## src/rtl/page_cache_pkg.sv

```systemverilog
// Shared types and width helpers for the parametrised page cache front end.
package page_cache_pkg;

    typedef enum logic [2:0] {
        IDLE   = 3'd0,
        LATCH  = 3'd1,
        LOOKUP = 3'd2,
        ACCESS = 3'd3,
        FILL   = 3'd4
    } state_e;

    function automatic int page_width(input int lo_w, input int hi_w, input int ofs_w);
        return lo_w + hi_w - ofs_w;
    endfunction

    function automatic int slot_width(input int entries);
        return $clog2(entries);
    endfunction

endpackage

```

## src/rtl/page_cache_tags.sv

```systemverilog
// Fully associative tag table: parallel compare, lowest-index hit, victim choice
// (first invalid slot, else round-robin) plus install and invalidate-all.
module page_cache_tags
    import page_cache_pkg::*;
#(
    parameter int ENTRIES = 4,
    parameter int PAGE_W  = 14,
    parameter int PRELOAD = 1,
    localparam int SLOT_W = slot_width(ENTRIES)
) (
    input  logic              clk,
    input  logic              rst_n,
    input  logic [PAGE_W-1:0] lookup_page,
    output logic              hit,
    output logic [SLOT_W-1:0] hit_slot,
    output logic [SLOT_W-1:0] victim_slot,
    input  logic              install,
    input  logic [SLOT_W-1:0] install_slot,
    input  logic [PAGE_W-1:0] install_page,
    input  logic              inv_all
);

    logic [PAGE_W-1:0]  tag_q [ENTRIES];
    logic [PAGE_W-1:0]  tag_d [ENTRIES];
    logic [ENTRIES-1:0] valid_q, valid_d;
    logic [ENTRIES-1:0] match;
    logic [SLOT_W-1:0]  rr_q, rr_d;

    generate
        for (genvar gi = 0; gi < ENTRIES; gi++) begin : g_cmp
            assign match[gi] = valid_q[gi] && (tag_q[gi] == lookup_page);
        end
    endgenerate

    // Descending scans so the lowest matching / lowest invalid index wins.
    always_comb begin
        hit         = |match;
        hit_slot    = '0;
        victim_slot = rr_q;
        for (int i = ENTRIES - 1; i >= 0; i--) begin
            if (match[i]) begin
                hit_slot = SLOT_W'(i);
            end
            if (!valid_q[i]) begin
                victim_slot = SLOT_W'(i);
            end
        end
    end

    // The pointer only moves when a live mapping is displaced.
    always_comb begin
        tag_d   = tag_q;
        valid_d = valid_q;
        rr_d    = rr_q;
        if (install) begin
            tag_d[install_slot]   = install_page;
            valid_d[install_slot] = 1'b1;
            if (valid_q[install_slot]) begin
                rr_d = rr_q + 1'b1;
            end
        end
        if (inv_all) begin
            valid_d = '0;
        end
    end

    always_ff @(posedge clk) begin
        if (!rst_n) begin
            for (int i = 0; i < ENTRIES; i++) begin
                tag_q[i] <= (PRELOAD != 0) ? PAGE_W'(i) : '0;
            end
            valid_q <= (PRELOAD != 0) ? '1 : '0;
            rr_q    <= '0;
        end else begin
            tag_q   <= tag_d;
            valid_q <= valid_d;
            rr_q    <= rr_d;
        end
    end

endmodule

```

## src/rtl/page_cache_mmu.sv

```systemverilog
// Bus-side page cache front end: latches {bank,addr}, looks the page up, runs the
// fill handshake on a miss and issues a single-cycle SRAM enable per bus access.
module page_cache_mmu
    import page_cache_pkg::*;
#(
    parameter int LO_W        = 16,
    parameter int HI_W        = 8,
    parameter int OFS_W       = 10,
    parameter int ENTRIES     = 4,
    parameter int SRAM_ADDR_W = 6,
    parameter int PRELOAD     = 1,
    parameter int CNT_W       = 16,
    localparam int PAGE_W     = page_width(LO_W, HI_W, OFS_W),
    localparam int SLOT_W     = slot_width(ENTRIES)
) (
    input  logic                   fpgaClk,
    input  logic                   fpgaRst_n,
    input  logic [LO_W-1:0]        a,
    input  logic [HI_W-1:0]        d,
    output logic                   phi2,
    output logic [SRAM_ADDR_W-1:0] sram_addr,
    output logic                   sram_ce,
    output logic                   fill_req,
    output logic [PAGE_W-1:0]      fill_page,
    output logic [SLOT_W-1:0]      fill_slot,
    input  logic                   fill_ack,
    input  logic                   inv,
    output logic [CNT_W-1:0]       hit_cnt,
    output logic [CNT_W-1:0]       miss_cnt
);

    localparam int ADDR_W = LO_W + HI_W;

    state_e                 state_q, state_d;
    logic [ADDR_W-1:0]      addr_q, addr_d;
    logic [SRAM_ADDR_W-1:0] sram_addr_q, sram_addr_d;
    logic                   sram_ce_q, sram_ce_d;
    logic                   fill_req_q, fill_req_d;
    logic [PAGE_W-1:0]      fill_page_q, fill_page_d;
    logic [SLOT_W-1:0]      fill_slot_q, fill_slot_d;
    logic [CNT_W-1:0]       hit_cnt_q, hit_cnt_d;
    logic [CNT_W-1:0]       miss_cnt_q, miss_cnt_d;
    logic                   inv_pend_q, inv_pend_d;

    logic [PAGE_W-1:0]      lookup_page;
    logic                   tag_hit;
    logic [SLOT_W-1:0]      hit_slot, victim_slot;
    logic                   install, inv_all;

    assign lookup_page = addr_q[ADDR_W-1:OFS_W];

    page_cache_tags #(
        .ENTRIES (ENTRIES),
        .PAGE_W  (PAGE_W),
        .PRELOAD (PRELOAD)
    ) u_tags (
        .clk          (fpgaClk),
        .rst_n        (fpgaRst_n),
        .lookup_page  (lookup_page),
        .hit          (tag_hit),
        .hit_slot     (hit_slot),
        .victim_slot  (victim_slot),
        .install      (install),
        .install_slot (fill_slot_q),
        .install_page (fill_page_q),
        .inv_all      (inv_all)
    );

    always_comb begin
        state_d     = state_q;
        addr_d      = addr_q;
        sram_addr_d = sram_addr_q;
        fill_req_d  = fill_req_q;
        fill_page_d = fill_page_q;
        fill_slot_d = fill_slot_q;
        hit_cnt_d   = hit_cnt_q;
        miss_cnt_d  = miss_cnt_q;
        inv_pend_d  = inv_pend_q | inv;
        install     = 1'b0;
        inv_all     = 1'b0;
        unique case (state_q)
            IDLE:   state_d = LATCH;
            LATCH: begin
                addr_d  = {d, a};
                state_d = LOOKUP;
            end
            LOOKUP: begin
                if (tag_hit) begin
                    state_d     = ACCESS;
                    sram_addr_d = SRAM_ADDR_W'(hit_slot);
                    if (hit_cnt_q != {CNT_W{1'b1}}) begin
                        hit_cnt_d = hit_cnt_q + 1'b1;
                    end
                end else begin
                    state_d     = FILL;
                    fill_req_d  = 1'b1;
                    fill_page_d = lookup_page;
                    fill_slot_d = victim_slot;
                    if (miss_cnt_q != {CNT_W{1'b1}}) begin
                        miss_cnt_d = miss_cnt_q + 1'b1;
                    end
                end
            end
            FILL: begin
                if (fill_ack) begin
                    install     = 1'b1;
                    fill_req_d  = 1'b0;
                    sram_addr_d = SRAM_ADDR_W'(fill_slot_q);
                    state_d     = ACCESS;
                end
            end
            ACCESS: state_d = IDLE;
            default: state_d = IDLE;
        endcase
        // Invalidation waits for the bus cycle to end so an in-flight access keeps its slot.
        if (state_q == IDLE || state_d == IDLE) begin
            inv_all    = inv_pend_q | inv;
            inv_pend_d = 1'b0;
        end
        sram_ce_d = (state_d == ACCESS);
    end

    always_ff @(posedge fpgaClk) begin
        if (!fpgaRst_n) begin
            state_q     <= IDLE;
            addr_q      <= '0;
            sram_addr_q <= '0;
            sram_ce_q   <= 1'b0;
            fill_req_q  <= 1'b0;
            fill_page_q <= '0;
            fill_slot_q <= '0;
            hit_cnt_q   <= '0;
            miss_cnt_q  <= '0;
            inv_pend_q  <= 1'b0;
        end else begin
            state_q     <= state_d;
            addr_q      <= addr_d;
            sram_addr_q <= sram_addr_d;
            sram_ce_q   <= sram_ce_d;
            fill_req_q  <= fill_req_d;
            fill_page_q <= fill_page_d;
            fill_slot_q <= fill_slot_d;
            hit_cnt_q   <= hit_cnt_d;
            miss_cnt_q  <= miss_cnt_d;
            inv_pend_q  <= inv_pend_d;
        end
    end

    assign phi2      = (state_q == LOOKUP) || (state_q == FILL) || (state_q == ACCESS);
    assign sram_addr = sram_addr_q;
    assign sram_ce   = sram_ce_q;
    assign fill_req  = fill_req_q;
    assign fill_page = fill_page_q;
    assign fill_slot = fill_slot_q;
    assign hit_cnt   = hit_cnt_q;
    assign miss_cnt  = miss_cnt_q;

endmodule
```

## config.mk

```make
export PLATFORM = sky130hd
export DESIGN_NAME = page_cache_mmu
export DESIGN_NICKNAME = d
export VERILOG_FILES = /design/src/rtl/page_cache_pkg.sv /design/src/rtl/page_cache_tags.sv /design/src/rtl/page_cache_mmu.sv
export SDC_FILE = /design/constraint.sdc
export NUM_CORES = 1
export LEC_CHECK = 0
export BUFFER_PORTS_ARGS = -buffer_cell sky130_fd_sc_hd__buf_2
export CORE_MARGIN = 1.5
export CORE_UTILIZATION = 40
export CTS_BUF_LIST = sky130_fd_sc_hd__clkbuf_4 sky130_fd_sc_hd__clkbuf_8 sky130_fd_sc_hd__clkbuf_16
export CTS_CLUSTER_DIAMETER = 150
export DETAILED_ROUTE_END_ITERATION = 8
export GPL_TIMING_DRIVEN = 0
export PLACE_DENSITY = 0.6
export SLEW_MARGIN = 20
export SYNTH_ARGS = -nofsm -noshare
export SYNTH_HDL_FRONTEND = slang
export SYNTH_SLANG_ARGS = --single-unit
```

## constraint.sdc

```tcl
create_clock -name fpgaClk -period 3.39 [get_ports fpgaClk]
set_input_delay 0.678 -clock fpgaClk [delete_from_list [all_inputs] [get_ports fpgaClk]]
set_output_delay 0.678 -clock fpgaClk [all_outputs]
set_load 0.1 [all_outputs]
```

==> results of run 1 <==
==> final timing paths <==
path,startpoint,to,slack (ns),cells past startpoint
worst max register to register,addr_q[16],sram_addr[0],0.35,9
worst min register to register,u_tags.tag_q[20],u_tags.tag_q[20],0.47,2
worst min-delay path,u_tags.tag_q[20],u_tags.tag_q[20],0.47,2
worst max-delay path,addr_q[16],sram_addr[0],0.35,9
==> power by group through the flow <==
stage | Combinational (uW) | Clock, uW | Sequential (uW)
after CTS | 1340 | 1860 | 1700
after detailed placement | 1330 | 0 | 1730
after global placement | 1340 | 0 | 1730
final | 1350 | 1850 | 1700
after floorplan | 835 | 0 | 1840
after global routing | 1450 | 1940 | 1710
==> critical path, delay by kind of cell (launching register included) <==
| kind | cells | cell delay (ns) |
|---|---|---|
| flops | 1 | 0.29 |
| simple gates | 3 | 0.31 |
| compound gates | 2 | 1.32 |
| buf+inv | 3 | 0.82 |
| xor+xnor | 1 | 0.19 |
==> per-stage QoR <==
step	total power (uW)	utilization	cell area [um2]	hold WS, ns
finish	4898	0.4897	7472	0.4652
global route	5098	0.4897	7472	0.4819
detailed placement	3065	0.4511	6883	0.4602
global placement	3069	0.4511	6883	0.4553
floorplan	2676	-	6269	0.4488
CTS	4900	0.4897	7472	0.4677
==> sequential cells by signal (all words and copies together), names as in the netlist, 2 cells and up <==
register / flops
hit_cnt: 16
miss_cnt: 16
u_tags.rr_q: 2
sram_addr: 2
u_tags.tag_q: 56
addr_q: 14
fill_page: 14
fill_slot: 2
state_q: 3
u_tags.valid_q: 4
==> cell type report <==
class                      count  area (um2)  share of cell area
clock buffer                  22       488.0             0.06530
tap                          211       264.0             0.03533
sequential                   132        2643              0.3536
inverter                       5       18.77            0.002512
multi-input combinational    568        3268              0.4374
buffer                        66       339.1             0.04538
clock inverter                 8       101.3             0.01356
timing repair buffer          70       350.3             0.04689
==> kinds of logic after synthesis <==
| logic type | Yosys count | synth area share |
|---|---|---|
| AND/OR/NAND/NOR | 320 | 0.2552 |
| XOR/XNOR | 59 | 0.08258 |
| adder cells (fa/ha/maj) | 2 | 0.003999 |
| buffers and inverters | 71 | 0.05719 |
| multiplexers | 17 | 0.02919 |
| AO/OA/AOI/OAI | 166 | 0.1490 |
| flip-flops | 132 | 0.4223 |
| other | 1 | 0.0005993 |
==> per-layer routing <==
layer	vias up	routed length (um)	track usage
met5	-	0	0
met4	0	276	0.07336
met3	19	1142	0.05134
met2	213	8811	0.3846
met1	2778	8729	0.3169
li1	2906	-	-
==> cell usage after synthesis, types with 2 or more instances <==
cell type | instances | area share
o21a_1 | 3 | 0.0036
o31ai_1 | 21 | 0.025
or3_1 | 6 | 0.0060
and3_1 | 8 | 0.0080
nand4_1 | 35 | 0.035
dfxtp_1 | 132 | 0.42
nand2_1 | 126 | 0.076
buf_1 | 2 | 0.0012
inv_1 | 4 | 0.0024
nand2b_1 | 5 | 0.0050
clkbuf_1 | 34 | 0.020
and4_1 | 3 | 0.0042
ha_1 | 2 | 0.0040
nor3_1 | 4 | 0.0032
buf_4 | 19 | 0.023
o41ai_1 | 3 | 0.0042
nor4_1 | 6 | 0.0060
xor2_1 | 2 | 0.0028
nor3b_1 | 2 | 0.0024
o21ai_0 | 30 | 0.024
or2_2 | 2 | 0.0020
or4_1 | 21 | 0.025
buf_2 | 10 | 0.0080
a21oi_1 | 100 | 0.080
o211ai_1 | 4 | 0.0048
nand3_1 | 59 | 0.047
mux2i_1 | 16 | 0.026
nor2_1 | 34 | 0.020
xnor2_1 | 57 | 0.080
nor4_2 | 4 | 0.0080
==> impl_results.md, run 1 <==
- Result of the run: finished, final reports clean
- Critical Path AT: ~3.4 ns
- Final cell count without fillers: around 1100
- Die area: between 15000 and 20000 um2
- Final wirelength: roughly 19000 um
- GRT Residual Overflow: 0
- Num CTS Buffers: 17
- Int Power: 3163 uW
- Mapped Area: 6257 um2
- Unique masters post-synth: 44
- Post-place setup slack: 0.4667 ns
- Fill cell total of the finished layout: roughly 1500
- Power density over the cells: between 600 and 700 nW/um2
- Fin Setup TNS: 0 ns
- Die W: 128.1 um
- CTS Root Cell: clkbuf_16
- First-pass GRT wire length: ~30000 um
- Slew margin rel.: 0.1451
- Clock power share: 0.377
- Worst Skew: ~0.0079 ns
- Post-synthesis sequential area ratio: 0.4223
- Standard-cell rows: 45
- H-Tree Depth: 4
- Post-cts resize count: 0
- Cts hold-fix bufs: 0
- Crit-path max cell delay: between 1 and 1.5 ns
- Total vias in the final route: between 5000 and 6000
- Crit path max fanout: 10
- Drt wl/cell: 17.52 um
- Share of post-route cells with drive strength above 1: 0.1619
- Clock buffer depth: 2
- Reg power frac: 0.347
- P&R area growth vs syn: 19.42%
- Initial antenna violation count: 0
- Final setup viols: 0
- Req. time, crit path: roughly 3.7 ns
- Period utilization: 0.8970
- PnR worst setup slack: around 0.35 ns
- Via density: between 5 and 6
- Mapped Cells: approximately 770
- Gate power share: 0.276
- Crit path max-delay cell type: o41ai_1
- Initial drt markers: ~480
- Commonest non-fill, non-tap cell in the layout: dfxtp_1
- Startpoint types: flip-flop
- CTS tree: yes
- Crit end category: flip-flop
- Worst hold path type: reg2reg
- Hold Vio Cnt, Final: 0
- Crit-path cells: buf_4 > xnor2_1 > nand4_1 > nor4_1 > o41ai_1 > buf_2 > buf_2 > nand2_1 > a31o_2
- Crit Path Class: reg2reg
- Worst-Margin Slew: between 1 and 1.5 ns
- Synth warn: 0
- Post-synth EDFFs: 0
- Final ANT Viol Nets: 0
- Skew-Pair Late Insertion Delay: about 0.43 ns
- Pre-antenna DRT Iters: 5
- Pleak: around 0.0027 uW
- Core ar.: 15260 um2
- Fin. max-slew vios: 0
- Net Sw Frac: 0.3542
- RSZ-0062 raised after global routing: false
- All-Layer GR Usage: 0.2374
- Switching power: between 1500 and 2000 uW
- Post-detail-place hpwl: ~14000 um
- Nets@finish: a little under 900
- Dpl cells: approximately 1100
- Mean Syn Cell Area: between 8 and 9 um2
- CTS Sinks: 132
- Asr flop ratio synth: 0
- Initial Utilization: 0.4101
- #FFs+latches synth: between 100 and 150
- Fmax achieved: 0.3288 GHz
- Remaining DRCs: 0
- Highest-count cells in the layout ignoring fill and taps: dfxtp_1, nand2_1, a21oi_1, buf_2, nand3_1
- Vias in the first global route: 5433
- # IOs: between 80 and 90
- Post-CTS setup buffers: 0
- Post-synth top flop: dfxtp_1
- Most frequent CP cell: buf_2
- Maximum VDD drop: between 0.4 and 0.5 mV
- Register clock-pin slew on the reported worst setup and hold paths: about 0.060 ns
- ANT cells: 0
- Max_cap viols: 0
- Pin count of the biggest net entering global routing: 17
- Crit path time final: 3.041 ns
- Port Buf Inserts: 70
- Die Ht: 128.1 um
- GP Congestion: about 0.87
No activity file was read; power rests on OpenSTA's default activity.
==> inputs of run 2 (changes only) <==
CORE_MARGIN = default   (was 1.5)
==> run 2 against run 1 <==
Net effect: clock skew is 0.0012 ns lower; clock power is 3% lower; register-to-register slack better by 0.24 ns; worst setup slack better by 0.24 ns; final cell count is 0.18% higher; critical path depth stayed put; critical endpoint is now fill_slot[1]; largest cell class unchanged.
==> impl_results.md, run 2 (same netlist as run 1, synthesis figures left out) <==
- Result of the run: finished, final reports clean
- Die area: 16150 um2 (-1.6%)
- Max reg flops: 56 (unchanged)
- Maximum VDD drop: 0.3851 mV (-8.5%)
- Metal3 WL: 1004 um (-12%)
- R2R cell count: 9 (unchanged)
- Most frequent CP cell: buf_2
- Number of stages on the worst setup path: 9 (unchanged)
- Crit-path cells: buf_4 > xnor2_1 > nand4_1 > nor4_2 > or4_4 > buf_2 > buf_2 > o21ai_0 > a21oi_1
- CTS Sinks: 132 (unchanged)
- Standard-cell rows: 45 (unchanged)
- GP Congestion: 0.8685 (+0.20%)
- Top sig layer: met4
- Crit-path max cell delay: 0.67 ns (-0.44 ns)
- GRT Residual Overflow: 0 (unchanged)
- CTS tree: yes
- Via density: 5.472 (about the same)
- Initial Utilization: 0.4101 (unchanged)
- Die W: 127.1 um (-0.78%)
- Drt wl/cell: 17.18 um (-1.9%)
- Period utilization: 0.8252 (-0.07186)
- Req. time, crit path: 3.73 ns (+0.02 ns)
- Family with the most delay on the worst path: simple AND/OR/NAND/NOR gates
- Reg power frac: 0.351 (+0.004)
- Fin Setup TNS: 0 ns (unchanged)
- Final cell count without fillers: 1084 (+0.18%)
- Crit end category: flip-flop
- Power density over the cells: 649.2 nW/um2 (-0.97%)
- Max_cap viols: 0 (unchanged)
- Switching power: 1747 uW (+0.67%)
- Port Buf Inserts: 70 (unchanged)
- Pin count of the biggest net entering global routing: 17 (unchanged)
- Clock power share: 0.372 (-0.005)
- Total vias in the final route: 5932 (+0.27%)
- Post-place setup slack: 0.4727 ns (+0.006028 ns)
- Commonest non-fill, non-tap cell in the layout: dfxtp_1
- # IOs: 85 (unchanged)
- Num CTS Buffers: 17 (unchanged)
- Dpl cells: 1052 (unchanged)
- Hold Vio Cnt, Final: 0 (unchanged)
- Fmax achieved: 0.3575 GHz (+8.7%)
- Vias in the first global route: 5547 (+2.1%)
- Final ANT Viol Nets: 0 (unchanged)
- Net Sw Frac: 0.3603 (+0.006151)
- CTS Root Cell: clkbuf_16
- Crit Path Class: reg2reg
- Initial drt markers: 493 (+3.8%)
- Crit path max fanout: 10 (unchanged)
- Routed wl met2: 8837 um (+0.30%)
- Int Power: 3100 uW (-2.0%)
- Crit path time final: 2.797 ns (-0.2436 ns)
- Worst hold path type: reg2reg
- Post-detail-place hpwl: 13710 um (-0.68%)
- Clock buffer depth: 2 (unchanged)
- Fin Hold WS: 0.4667 ns (+0.001555 ns)
- Remaining DRCs: 0 (unchanged)
- Top reg by flops: u_tags.tag_q
- Slew margin rel.: 0.3920 (+0.2469)
- H-Tree Depth: 4 (unchanged)
- Startpoint types: flip-flop
- PnR worst setup slack: 0.5926 ns (+0.2436 ns)
- Gate power share: 0.277 (about the same)
- Worst Skew: 0.006685 ns (-0.001186 ns)
- Crit path buf inv count: 3 (unchanged)
- Share of post-route cells with drive strength above 1: 0.1649 (+0.003066)
- Highest-count cells in the layout ignoring fill and taps: dfxtp_1, nand2_1, a21oi_1, buf_2, nand3_1
- Crit path max-delay cell type: nor4_2
- Post-CTS setup buffers: 0 (unchanged)
- RSZ-0062 raised after global routing: false
- P&R area growth vs syn: 19.32% (about the same)
- Post-cts resize count: 0 (unchanged)
- Fin. max-slew vios: 0 (unchanged)
- Pleak: 0.002662 uW (about the same)
- Worst-Margin Slew: 0.9037 ns (-0.3621 ns)
- Final setup viols: 0 (unchanged)
- Pre-antenna DRT Iters: 5 (unchanged)
- M1 WL: 8577 um (-1.7%)
- Final Util: 0.4893 (about the same)
- Die Ht: 127.1 um (-0.78%)
- Critical Path AT: 3.14 ns (-0.22 ns)
- Core ar.: 15260 um2 (unchanged)
- All-Layer GR Usage: 0.2429 (+0.005493)
- Register clock-pin slew on the reported worst setup and hold paths: 0.06 ns (about the same)
- First-pass GRT wire length: 30030 um (+1.2%)
- ANT cells: 0 (unchanged)
- Skew-Pair Late Insertion Delay: 0.42 ns (about the same)
- Final wirelength: 18620 um (-1.8%)
- Cts hold-fix bufs: 0 (unchanged)
- Fill cell total of the finished layout: 1539 (-0.65%)
- Cell depth of the worst min-delay path: 2 (unchanged)
- Nets@finish: 890 (unchanged)
- Initial antenna violation count: 0 (unchanged)
run 2: metrics by stage:
stage	power, uW	instance area, um2
2_1_floorplan	2676	6269
3_3_place_gp	3068	6883
3_5_place_dp	3066	6883
4_1_cts	4859	7458
5_1_grt	5057	7466
6_report	4847	7466
run 2: area by class of cell:
| cell class | instances | area, um2 | share of cell area |
|---|---|---|---|
| multi-input cells | 568 | 3276 | 0.4387 |
| flip-flops and latches | 132 | 2643 | 0.3539 |
| clock buffers | 18 | 439.2 | 0.05882 |
| repair buffers | 70 | 350.3 | 0.04692 |
| plain buffers | 66 | 339.1 | 0.04542 |
| well taps | 211 | 264.0 | 0.03536 |
| clock inverters | 14 | 136.4 | 0.01827 |
| inverters | 5 | 18.77 | 0.002514 |
run 2: worst paths after layout:
path	from	endpoint	slack (ns)
hold / removal	u_tags.tag_q[6]	u_tags.tag_q[6]	0.47
setup reg to reg	addr_q[19]	fill_slot[1]	0.59
hold reg to reg	u_tags.tag_q[6]	u_tags.tag_q[6]	0.47
setup / recovery	addr_q[19]	fill_slot[1]	0.59
run 2: per-layer routing:
layer | up-vias | track usage
li1 | 2902 | -
met1 | 2831 | 0.3183
met2 | 183 | 0.4076
met3 | 16 | 0.04690
met4 | 0 | 0.06723
met5 | - | 0
run 2: worst register-to-register path: stages, from the launching register on:
cell	delay, ns
dfxtp_1	0.29
buf_4	0.16
xnor2_1	0.29
nand4_1	0.15
nor4_2	0.67
or4_4	0.31
buf_2	0.25
buf_2	0.29
o21ai_0	0.11
a21oi_1	0.19
run 2: power groups by stage:
| stage | logic [uW] | registers, uW | clock network [uW] |
|---|---|---|---|
| after global placement | 1340 | 1730 | 0 |
| after global routing | 1450 | 1710 | 1900 |
| after floorplan | 835 | 1840 | 0 |
| final | 1340 | 1700 | 1800 |
| after detailed placement | 1330 | 1730 | 0 |
| after CTS | 1340 | 1700 | 1820 |
==> inputs of run 3 (changes only) <==
clock period = 2.9 ns   (was 3.39 ns; I/O delays follow)
==> run 3 against run 2 <==
Net effect: count of clock-buffer cells in the layout stayed put; critical path depth did not move; routed wire length increased by 0.28%; clock power grew 17%; maximum frequency up 2.0%; largest cell class unchanged; highest routed layer unchanged.
==> impl_results.md, run 3 (same netlist as run 1, synthesis figures left out) <==
- CTS tree: yes
- All-Layer GR Usage: 0.2429 (unchanged)
- Final cell count without fillers: 1084 (unchanged)
- PnR worst setup slack: 0.1584 ns (-0.4342 ns)
- Crit path time final: 2.742 ns (-0.05581 ns)
- Drt wl/cell: 17.23 um (+0.28%)
- Reg-to-reg critical path startpoint: addr_q[12]
- Int Power: 3633 uW (+17%)
- Die Ht: 127.1 um (unchanged)
- Num CTS Buffers: 17 (unchanged)
- Fin. max-slew vios: 0 (unchanged)
- Crit end category: flip-flop
- Reg power frac: 0.348 (-0.003)
- Slew margin rel.: 0.3729 (-0.01909)
- Gate power share: 0.281 (+0.004)
- Pin count of the biggest net entering global routing: 17 (unchanged)
- Initial drt markers: 485 (-1.6%)
- Startpoint types: flip-flop
- CTS Sinks: 132 (unchanged)
- Die area: 16150 um2 (unchanged)
- Die W: 127.1 um (unchanged)
- Hold Crit Start: a[14]
- Fin Hold WS: 0.3946 ns (-0.07207 ns)
- Top sig layer: met4
- Worst-Margin Slew: 0.9321 ns (+0.02837 ns)
- CTS Root Cell: clkbuf_16
- Total vias in the final route: 5901 (-0.52%)
- Max reg flops: 56 (unchanged)
- Req. time, crit path: 3.24 ns (-0.49 ns)
- Pleak: 0.002669 uW (+0.24%)
- Power density over the cells: 761.1 nW/um2 (+17%)
- GP Congestion: 0.8685 (unchanged)
- Worst Setup SP: addr_q[12]
- Critical Path AT: 3.08 ns (-0.06 ns)
- Fin Setup TNS: 0 ns (unchanged)
- M1 WL: 8448 um (-1.5%)
- # IOs: 85 (unchanged)
- Period utilization: 0.9454 (+0.1202)
- Final setup viols: 0 (unchanged)
- GRT Residual Overflow: 0 (unchanged)
- Maximum VDD drop: 0.4510 mV (+17%)
- Net Sw Frac: 0.3633 (+0.002938)
- Result of the run: finished, final reports clean
- Vias in the first global route: 5547 (unchanged)
- P&R area growth vs syn: 19.82%
- RSZ-0062 raised after global routing: false
- Metal3 WL: 1207 um (+20%)
- H-Tree Depth: 4 (unchanged)
- Switching power: 2073 uW (+19%)
- Via density: 5.444 (-0.52%)
- Post-CTS setup buffers: 0 (unchanged)
- ANT cells: 0 (unchanged)
- Clock buffer depth: 2 (unchanged)
- Clock power share: 0.370 (-0.002)
- Final wirelength: 18680 um (+0.28%)
- Top reg by flops: u_tags.tag_q
- Standard-cell rows: 45 (unchanged)
- Nets@finish: 890 (unchanged)
- Fmax achieved: 0.3648 GHz (+2.0%)
- Worst hold path type: in2reg
- Core ar.: 15260 um2 (unchanged)
- Crit path max fanout: 10 (unchanged)
- Routed wl met2: 8771 um (-0.75%)
- Pre-antenna DRT Iters: 5 (unchanged)
- Initial Utilization: 0.4101 (unchanged)
- Share of post-route cells with drive strength above 1: 0.1661 (+0.001145)
- Port Buf Inserts: 70 (unchanged)
- First-pass GRT wire length: 30030 um (unchanged)
- Register clock-pin slew on the reported worst setup and hold paths: 0.06 ns (about the same)
- Skew-Pair Late Insertion Delay: 0.42 ns (about the same)
- Max_cap viols: 0 (unchanged)
- Remaining DRCs: 0 (unchanged)
- Final Util: 0.4913 (+0.002050)
- Post-place setup slack: -0.01730 ns (-0.4900 ns)
- Hold Vio Cnt, Final: 0 (unchanged)
- Final ANT Viol Nets: 0 (unchanged)
- Worst Skew: 0.007340 ns (+0.0006554 ns)
- Initial antenna violation count: 0 (unchanged)
- Post-detail-place hpwl: 13710 um (unchanged)
- Highest-count cells in the layout ignoring fill and taps: dfxtp_1, nand2_1, a21oi_1, buf_2, nand3_1
- Dpl cells: 1052 (unchanged)
- Crit Path Class: reg2reg
- Commonest non-fill, non-tap cell in the layout: dfxtp_1
==> run 3: cell counts in the layout (fill, tap and decap cells not counted) <==
Identical to the previous run, type by type.
==> run 3: final timing paths <==
kind	endpoint	slack [ns]	cells past startpoint
max	fill_page[4]	0.16	9
min	addr_q[14]	0.39	3
max reg2reg	fill_page[4]	0.16	9
min reg2reg	u_tags.tag_q[6]	0.46	2
==> run 3: what timing repair did <==
action                                  CTS  global route
hold buffers                              0             0
resized for setup                         1             4
endpoints found under the setup margin    2            15
==> run 3: routing by layer <==
metal | up-vias | GRT usage
met5 | - | 0
met4 | 0 | 0.06723
met3 | 18 | 0.04690
met2 | 195 | 0.4076
met1 | 2794 | 0.3183
li1 | 2894 | -
==> run 3: worst max-delay path: stages, from the launching register on <==
cell and delay, ns:
dfxtp_1 0.29, buf_4 0.16, xnor2_1 0.17, nand4_1 0.17, nor4_4 0.10, nor4_1 0.82, buf_2 0.40, buf_2 0.30
nand3_1 0.11, a21oi_1 0.15
==> run 3: layout make-up <==
type                       instances  area [um2]
buffer                            66       339.1
clock buffer                      18       439.2
clock inverter                    14       136.4
fill                            1541        7761
inverter                           5       18.77
multi-input combinational        568        3307
sequential                       132        2643
tap                              211       264.0
timing repair buffer              70       350.3
==> run 3: power by group through the flow <==
stage | Combinational [uW] | Sequential, uW | Clock, uW
2_1_floorplan | 976 | 2150 | 0
3_3_place_gp | 1560 | 2020 | 0
3_5_place_dp | 1560 | 2030 | 0
4_1_cts | 1570 | 1990 | 2130
5_1_grt | 1720 | 2000 | 2220
6_report | 1600 | 1990 | 2110
==> run 3: metrics by stage <==
stage,instance area [um2],total power (uW)
after floorplan,6269,3128
after global placement,6883,3587
after detailed placement,6883,3584
after CTS,7466,5684
after global routing,7497,5945
final,7497,5706
